**config.mk**
```make
export PLATFORM = sky130hd
export DESIGN_NAME = mmio_bridge
export DESIGN_NICKNAME = d
export VERILOG_FILES = /design/src/rtl/mmio_bridge.sv
export SDC_FILE = /design/constraint.sdc
export NUM_CORES = 1
export LEC_CHECK = 0
export CAP_MARGIN = 20
export CORE_AREA = 2 2 122 124
export CTS_BUF_LIST = sky130_fd_sc_hd__clkbuf_4 sky130_fd_sc_hd__clkbuf_8
export CTS_CLUSTER_SIZE = 40
export DETAILED_ROUTE_END_ITERATION = 6
export DIE_AREA = 0 0 124 126
export HOLD_SLACK_MARGIN = 0.1
export SKIP_LAST_GASP = 1
export SYNTH_ARGS = -nofsm -noshare
export SYNTH_HDL_FRONTEND = slang
export SYNTH_SLANG_ARGS = --single-unit
```
**constraint.sdc**
```tcl
create_clock -name i_clk -period 4 [get_ports i_clk]
set_input_delay 0.8 -clock i_clk [delete_from_list [all_inputs] [get_ports i_clk]]
set_output_delay 0.8 -clock i_clk [all_outputs]
set_load 0.01 [all_outputs]
```
**src/rtl/mmio_bridge.sv**
```systemverilog
// rtl/mmio_bridge.sv - data-side address decoder, write demux and read-return mux for DM/Timer0/Timer1
module mmio_bridge #(
    parameter logic [31:0] DM_BASE = 32'h0000_0000,
    parameter logic [31:0] DM_TOP  = 32'h0000_2FFF,
    parameter logic [31:0] T0_BASE = 32'h0000_7F00,
    parameter logic [31:0] T1_BASE = 32'h0000_7F10,
    parameter int          IRQ_W   = 6
) (
    input  logic             i_clk,
    input  logic             i_rst_n,
    input  logic [31:0]      i_cpu_addr,
    input  logic [31:0]      i_cpu_wdata,
    input  logic [3:0]       i_cpu_be,
    input  logic             i_cpu_we,
    input  logic             i_cpu_re,
    output logic [31:0]      o_cpu_rdata,
    output logic             o_bus_err,
    output logic [31:0]      o_bus_err_addr,
    output logic [31:0]      o_dev_addr,
    output logic [31:0]      o_dev_wdata,
    output logic [3:0]       o_dm_we,
    output logic             o_t0_we,
    output logic             o_t1_we,
    input  logic [31:0]      i_dm_rdata,
    input  logic [31:0]      i_t0_rdata,
    input  logic [31:0]      i_t1_rdata,
    input  logic [IRQ_W-1:0] i_irq_in,
    output logic [IRQ_W-1:0] o_hwint
);

    typedef enum logic [1:0] {
        SEL_NONE = 2'd0,
        SEL_DM   = 2'd1,
        SEL_T0   = 2'd2,
        SEL_T1   = 2'd3
    } sel_e;

    sel_e             w_region;
    sel_e             r_rd_sel;
    logic             w_hit_dm;
    logic             w_word_ok;
    logic             w_hit_t0;
    logic             w_hit_t1;
    logic             w_legal;
    logic             w_err;
    logic             w_wr_ok;
    logic             r_bus_err;
    logic [31:0]      r_bus_err_addr;
    logic [IRQ_W-1:0] r_hwint;

    // Offset form keeps the range check a single unsigned compare even when DM_BASE is 0.
    assign w_hit_dm  = (i_cpu_addr - DM_BASE) <= (DM_TOP - DM_BASE);
    assign w_word_ok = (i_cpu_addr[3:2] != 2'b11) && (i_cpu_addr[1:0] == 2'b00);
    assign w_hit_t0  = (i_cpu_addr[31:4] == T0_BASE[31:4]) && w_word_ok;
    assign w_hit_t1  = (i_cpu_addr[31:4] == T1_BASE[31:4]) && w_word_ok;

    always_comb begin
        w_region = SEL_NONE;
        if (w_hit_dm)
            w_region = SEL_DM;
        else if (w_hit_t0)
            w_region = SEL_T0;
        else if (w_hit_t1)
            w_region = SEL_T1;
    end

    // Timers take full words only; offset 0x8 is the read-only count register.
    always_comb begin
        w_legal = 1'b0;
        case (w_region)
            SEL_DM:         w_legal = 1'b1;
            SEL_T0, SEL_T1: w_legal = (i_cpu_be == 4'hF) &&
                                      !(i_cpu_we && (i_cpu_addr[3:2] == 2'b10));
            default:        w_legal = 1'b0;
        endcase
    end

    assign w_err   = (i_cpu_we || i_cpu_re) && !w_legal;
    assign w_wr_ok = i_cpu_we && w_legal;

    assign o_dev_addr  = i_cpu_addr;
    assign o_dev_wdata = i_cpu_wdata;
    assign o_dm_we     = (w_wr_ok && (w_region == SEL_DM)) ? i_cpu_be : 4'b0000;
    assign o_t0_we     = w_wr_ok && (w_region == SEL_T0);
    assign o_t1_we     = w_wr_ok && (w_region == SEL_T1);

    always_ff @(posedge i_clk or negedge i_rst_n) begin
        if (!i_rst_n) begin
            r_rd_sel       <= SEL_NONE;
            r_bus_err      <= 1'b0;
            r_bus_err_addr <= 32'h0;
            r_hwint        <= '0;
        end else begin
            // A write wins over a simultaneous read, so only a pure legal read selects a slave.
            r_rd_sel  <= (i_cpu_re && !i_cpu_we && w_legal) ? w_region : SEL_NONE;
            r_bus_err <= w_err;
            if (w_err)
                r_bus_err_addr <= i_cpu_addr;
            r_hwint <= i_irq_in;
        end
    end

    always_comb begin
        o_cpu_rdata = 32'h0;
        case (r_rd_sel)
            SEL_DM:  o_cpu_rdata = i_dm_rdata;
            SEL_T0:  o_cpu_rdata = i_t0_rdata;
            SEL_T1:  o_cpu_rdata = i_t1_rdata;
            default: o_cpu_rdata = 32'h0;
        endcase
    end

    assign o_bus_err      = r_bus_err;
    assign o_bus_err_addr = r_bus_err_addr;
    assign o_hwint        = r_hwint;

endmodule

```
# [Yosys cells after proc, flatten, opt, wreduce, memory -nomap -nowiden]
# Index checks and enable logic that the tools add are counted.
[totals] ff_bits=41 input_bits=174 output_inout_bits=141 word_cells=41
[classes] order_cmp=1 n_eq_ne=11 muxes=7 reduce_logical=18
[ops] operator="32-bit case mux with 3 select lines" n=1
[ops] operator="28-bit by 11-bit equality test with 1-bit output (second input constant)" n=2
[ops] operator="32-bit by 14-bit less-or-equal comparator with 1-bit output (second input constant)" n=1
[ops] operator="1-bit logical AND" n=12
[ops] operator="2-bit equality test (second input constant)" n=5
[ops] operator="2-bit 2-to-1 mux" n=4
[ops] operator="2-bit by 1-bit equality test with 1-bit output (second input constant)" n=2
[ops] operator="4-bit equality test (second input constant)" n=1
[ops] operator="4-bit 2-to-1 mux" n=1
[ops] operator="1-bit zero test" n=3
[ops] operator="2-bit zero test" n=1
[ops] operator="2-bit inequality test (second input constant)" n=1
[ops] operator="1-bit case mux with 2 select lines" n=1
[ops] operator="2-bit OR reduction" n=1
[ops] operator="1-bit logical OR" n=1

# [Logic depth before layout (Yosys ltp)]
[depth] ltp_word=12 mapped_depth=6 ltp_nobuf=5

# [Worst setup path before layout]
# No wires, ideal clock.
[synth_path] path_kind="input-to-output" startpoint="input i_cpu_addr[7]" endpoint="output o_t0_we" arrival_time_ps=2160 required_ps=3200 setup_slack_ps=1040 path_stages=5 cell_sequence="or4_1 -> a2111o_1 -> nor2_2 -> nand3_1 -> nor2_1"
[synth_between] elab_chain_cells=10 word_cells_on_any_way=15 classes_between="1 x order compare; 5 x eq/ne; 4 x mux; 5 x reduce/logical"
[synth_rtl] item="start, declared" line="11" text="input logic [31:0] i_cpu_addr,"
[synth_rtl] item="parallel branches: the longest is 4 deep, another holds 32-bit by 14-bit less-or-equal comparator with 1-bit output"
[synth_rtl] item="2-bit 2-to-1 mux *" line="59" text="if (w_hit_dm)"
[synth_rtl] item="2-bit equality test, on equally long branches" line="70, 84"
[synth_rtl] item="2-bit OR reduction" line="70" text="case (w_region)"
[synth_rtl] item="1-bit case mux with 2 select lines" line="70"
[synth_rtl] item="1-bit logical AND" line="79" text="assign w_wr_ok = i_cpu_we && w_legal;"
[synth_rtl] item="1-bit logical AND *" line="84" text="assign o_t0_we = w_wr_ok && (w_region == SEL_T0);"
[synth_rtl] item="end, declared" line="22" text="output logic o_t0_we,"
# Every way passes the cells marked *.

# [Worst setup path after layout]
[layout_path] startpoint="input i_cpu_addr[7]" endpoint="output o_t1_we"
[layout_between] elab_chain_cells=10 word_cells_on_any_way=15 classes_between="1 x order compare; 5 x eq/ne; 4 x mux; 5 x reduce/logical"
[layout_rtl] item="parallel branches: the longest is 4 deep, another holds 32-bit by 14-bit less-or-equal comparator with 1-bit output"
[layout_rtl] item="2-bit 2-to-1 mux *" line="59"
[layout_rtl] item="2-bit equality test, on equally long branches" line="70, 85"
[layout_rtl] item="2-bit OR reduction" line="70"
[layout_rtl] item="1-bit case mux with 2 select lines" line="70"
[layout_rtl] item="1-bit logical AND" line="79"
[layout_rtl] item="1-bit logical AND *" line="85" text="assign o_t1_we = w_wr_ok && (w_region == SEL_T1);"
[layout_rtl] item="end, declared" line="23" text="output logic o_t1_we,"
# Marked as above.

==> impl_metrics.env <==
export IMPL_ios=315
export IMPL_dp_final_hpwl_mm=9.038
export IMPL_cts_tree="built"
export IMPL_hold_end="o_bus_err_addr[23]$_DFFE_PN0P_"
export IMPL_leakage_uw=0.002111
export IMPL_worstPathMaxFanout=2
export IMPL_synthCells=255
export IMPL_path_clk_slew_ps=80
export IMPL_register_area_sq_um=1026
export IMPL_initialDrtViolationCount=42
export IMPL_cts_made_buffers=5
export IMPL_synth_fp_nets=429
export IMPL_power_density_nw_per_um2=219.4
export IMPL_wirelength_mm=11.25
export IMPL_ys_seq_elements=41
export IMPL_ys_types=30
export IMPL_finalCritPeriodShare_pct=97.19
export IMPL_chipWidth_um=124
export IMPL_antenna_found_initial=1
export IMPL_fin_nets=621
export IMPL_layout_commonest_cell="clkdlybuf4s50_1"
export IMPL_r2r_setup_slack_ps=3230
export IMPL_first_pass_iters=4
export IMPL_status="finished clean"
export IMPL_ctsHtreeMaxLevel=2
export IMPL_worstSetupEndpointType="output port"
export IMPL_max_freq_mhz=257.2
export IMPL_grt_max_degree=42
export IMPL_async_flop_share_pct=100.0
export IMPL_filler_cell_count=1401
export IMPL_finalPower_uw=1180
export IMPL_crit_slowest_cell="or4_1"
export IMPL_synth_area_leader_cell="dfrtp_1"
export IMPL_io_buffers=250
export IMPL_syn_to_final_growth_pct=81.01
export IMPL_ant_nets=0
export IMPL_synth_avg_cell_area_sq_um=11.65
export IMPL_r2r_end="o_bus_err_addr[28]$_DFFE_PN0P_"
export IMPL_arrival_ps=3090
export IMPL_hold_violations=0
export IMPL_detailedPlace_worstSlack_ps=-193.4
export IMPL_drive_gt1_share_pct=20.98
export IMPL_clock_sinks=41
export IMPL_final_cell_mix="245 x clkdlybuf4s50_1, 41 x dfrtp_1, 34 x mux2_2"
export IMPL_multiInputGateArea_sq_um=1375
export IMPL_reg2reg_from="o_bus_err_addr[28]$_DFFE_PN0P_"
export IMPL_drc=0
export IMPL_setup_viol=0
export IMPL_crit_required_ps=3200
export IMPL_synth_seq_area_share_pct=34.53
export IMPL_num_rows=44
export IMPL_hold_class="reg2reg"
export IMPL_start_util_pct=20.76
export IMPL_path_buf_inv=2
export IMPL_design_core_area_sq_um=14310
export IMPL_synthTopCellsByArea="dfrtp_1 35%, buf_4 16%, mux2_4 14%, mux2_2 13%, a22o_1 9.7%"
export IMPL_clockBufferDepth=2
export IMPL_crit_chain="clkdlybuf4s50_1 -> or4_1 -> a2111o_1 -> nor2_2 -> nand3_1 -> nor2_1 -> clkdlybuf4s50_1"
export IMPL_critical_path_class="in2out"
export IMPL_crit_family="buffers and inverters"
export IMPL_grt_pass1_vias=2802
export IMPL_tightestPinTransition_ps=933.9
export IMPL_synth_top_area_share_pct=34.53
export IMPL_ctsRootBufferMaster="clkbuf_8"
export IMPL_place_congestion=0.7992
export IMPL_final_setup_worst_slack_ps=112.3
export IMPL_slew_viol_final=0
export IMPL_min_delay_start="o_bus_err_addr[23]$_DFFE_PN0P_"
export IMPL_reg2reg_depth=1
export IMPL_clock_latency_ps=300
export IMPL_hold_depth=1
export IMPL_skew_ps=0
export IMPL_yosys_warnings=0
export IMPL_synth_main_ff_cell="dfrtp_1"
export IMPL_slowest_delay_ps=560
export IMPL_track_usage_pct=13.15
export IMPL_synth_enable_flop_cells=0
export IMPL_routed_via_count=2711
export IMPL_wire_per_inst_um=17.76
export IMPL_overflow=0
export IMPL_grt_pass1_wl_mm=15.66
export IMPL_relSlewSlack_pct=37.74
export IMPL_crit_top_cell="clkdlybuf4s50_1"
export IMPL_start_kind="input port"
export IMPL_cap_viol_max_count=0
export IMPL_rsz0062_at_grt="no"
export IMPL_avgViaCountPerCell=4.283
export IMPL_synth_area_sq_um=2972
export IMPL_fin_crit_ps=3888
export IMPL_dieArea_sq_um=15620
export IMPL_die_h_um=126
export IMPL_vdd_drop_max_mv=0.1943
## state kept, by name (all words and copies together), names as in the netlist
signal	count
r_rd_sel	2
o_bus_err	1
o_bus_err_addr	32
o_hwint	6
## synthesized netlist by cell type (2+ instances only)
| cell type | n |
|---|---|
| buf_4 | 64 |
| dfrtp_1 | 41 |
| mux2_2 | 34 |
| a22o_1 | 33 |
| mux2_4 | 28 |
| clkbuf_1 | 11 |
| and2_1 | 4 |
| nor2_1 | 4 |
| a21oi_1 | 3 |
| buf_12 | 3 |
| nand2_1 | 3 |
| nand3_1 | 3 |
| nor4_1 | 3 |
| a21o_2 | 2 |
| inv_1 | 2 |
| nand4_1 | 2 |
| o21ai_0 | 2 |
## metal layers
layer	global-route usage [%]	vias to the layer above	part of all wire, %
li1	-	1250	-
met1	14.71	1274	37
met2	23.17	177	49
met3	4.529	10	12
met4	4.164	0	1.2
met5	0	-	0
## stage by stage
stage / hold slack (ps) / util (%) / std cells / area (sq um) / TNS, ps
after global routing: 536.1 / 37.58 / 633 / 5379 / 0
after floorplan: 504.4 / - / 255 / 2972 / 0
after global placement: 485.6 / 36.51 / 623 / 5226 / -614.2
after detailed placement: 489.7 / 36.51 / 623 / 5226 / -850.0
final: 508.1 / 37.58 / 633 / 5379 / 0
after CTS: 514.1 / 37.53 / 632 / 5371 / 0
## kinds of logic after synthesis
| group | Yosys count | share of synthesized area, % |
|---|---|---|
| buf+inv | 81 | 19.96 |
| mux | 62 | 27.03 |
| compound gates | 42 | 12.13 |
| flops | 41 | 34.53 |
| simple gates | 29 | 6.358 |
## worst max path at each step
stage | start | end | depth (start not counted)
after floorplan | i_cpu_addr[7] | o_t0_we | 5
after global placement | i_cpu_addr[17] | o_dm_we[3] | 8
after detailed placement | i_cpu_addr[17] | o_dm_we[0] | 8
after CTS | i_cpu_addr[18] | o_dm_we[0] | 9
after global routing | i_cpu_addr[0] | o_t1_we | 7
final | i_cpu_addr[7] | o_t1_we | 7
## where the power goes
part | internal, uW | leakage (uW) | switching (uW) | total, uW
Combinational | 252 | 0.00157 | 113 | 365
Clock | 203 | 0.0000574 | 153 | 356
Sequential | 443 | 0.000480 | 16.0 | 459
## final cells by class
type / count / area share, %
Timing Repair Buffer: 264 / 48.66
Antenna cell: 1 / 0.04652
Inverter: 2 / 0.1396
Clock buffer: 6 / 1.535
Clock inverter: 2 / 0.6978
Tap cell: 184 / 4.280
Multi-Input combinational cell: 133 / 25.56
Sequential cell: 41 / 19.07
## timing repair
action / in CTS / in global routing
setup endpoints to repair: 6 / 4
setup buffers: 1 / 0
hold buffers: 0 / 0
gates resized for setup: 5 / 2
pin swaps: 2 / 1
Power figures use the tool's default switching activity.
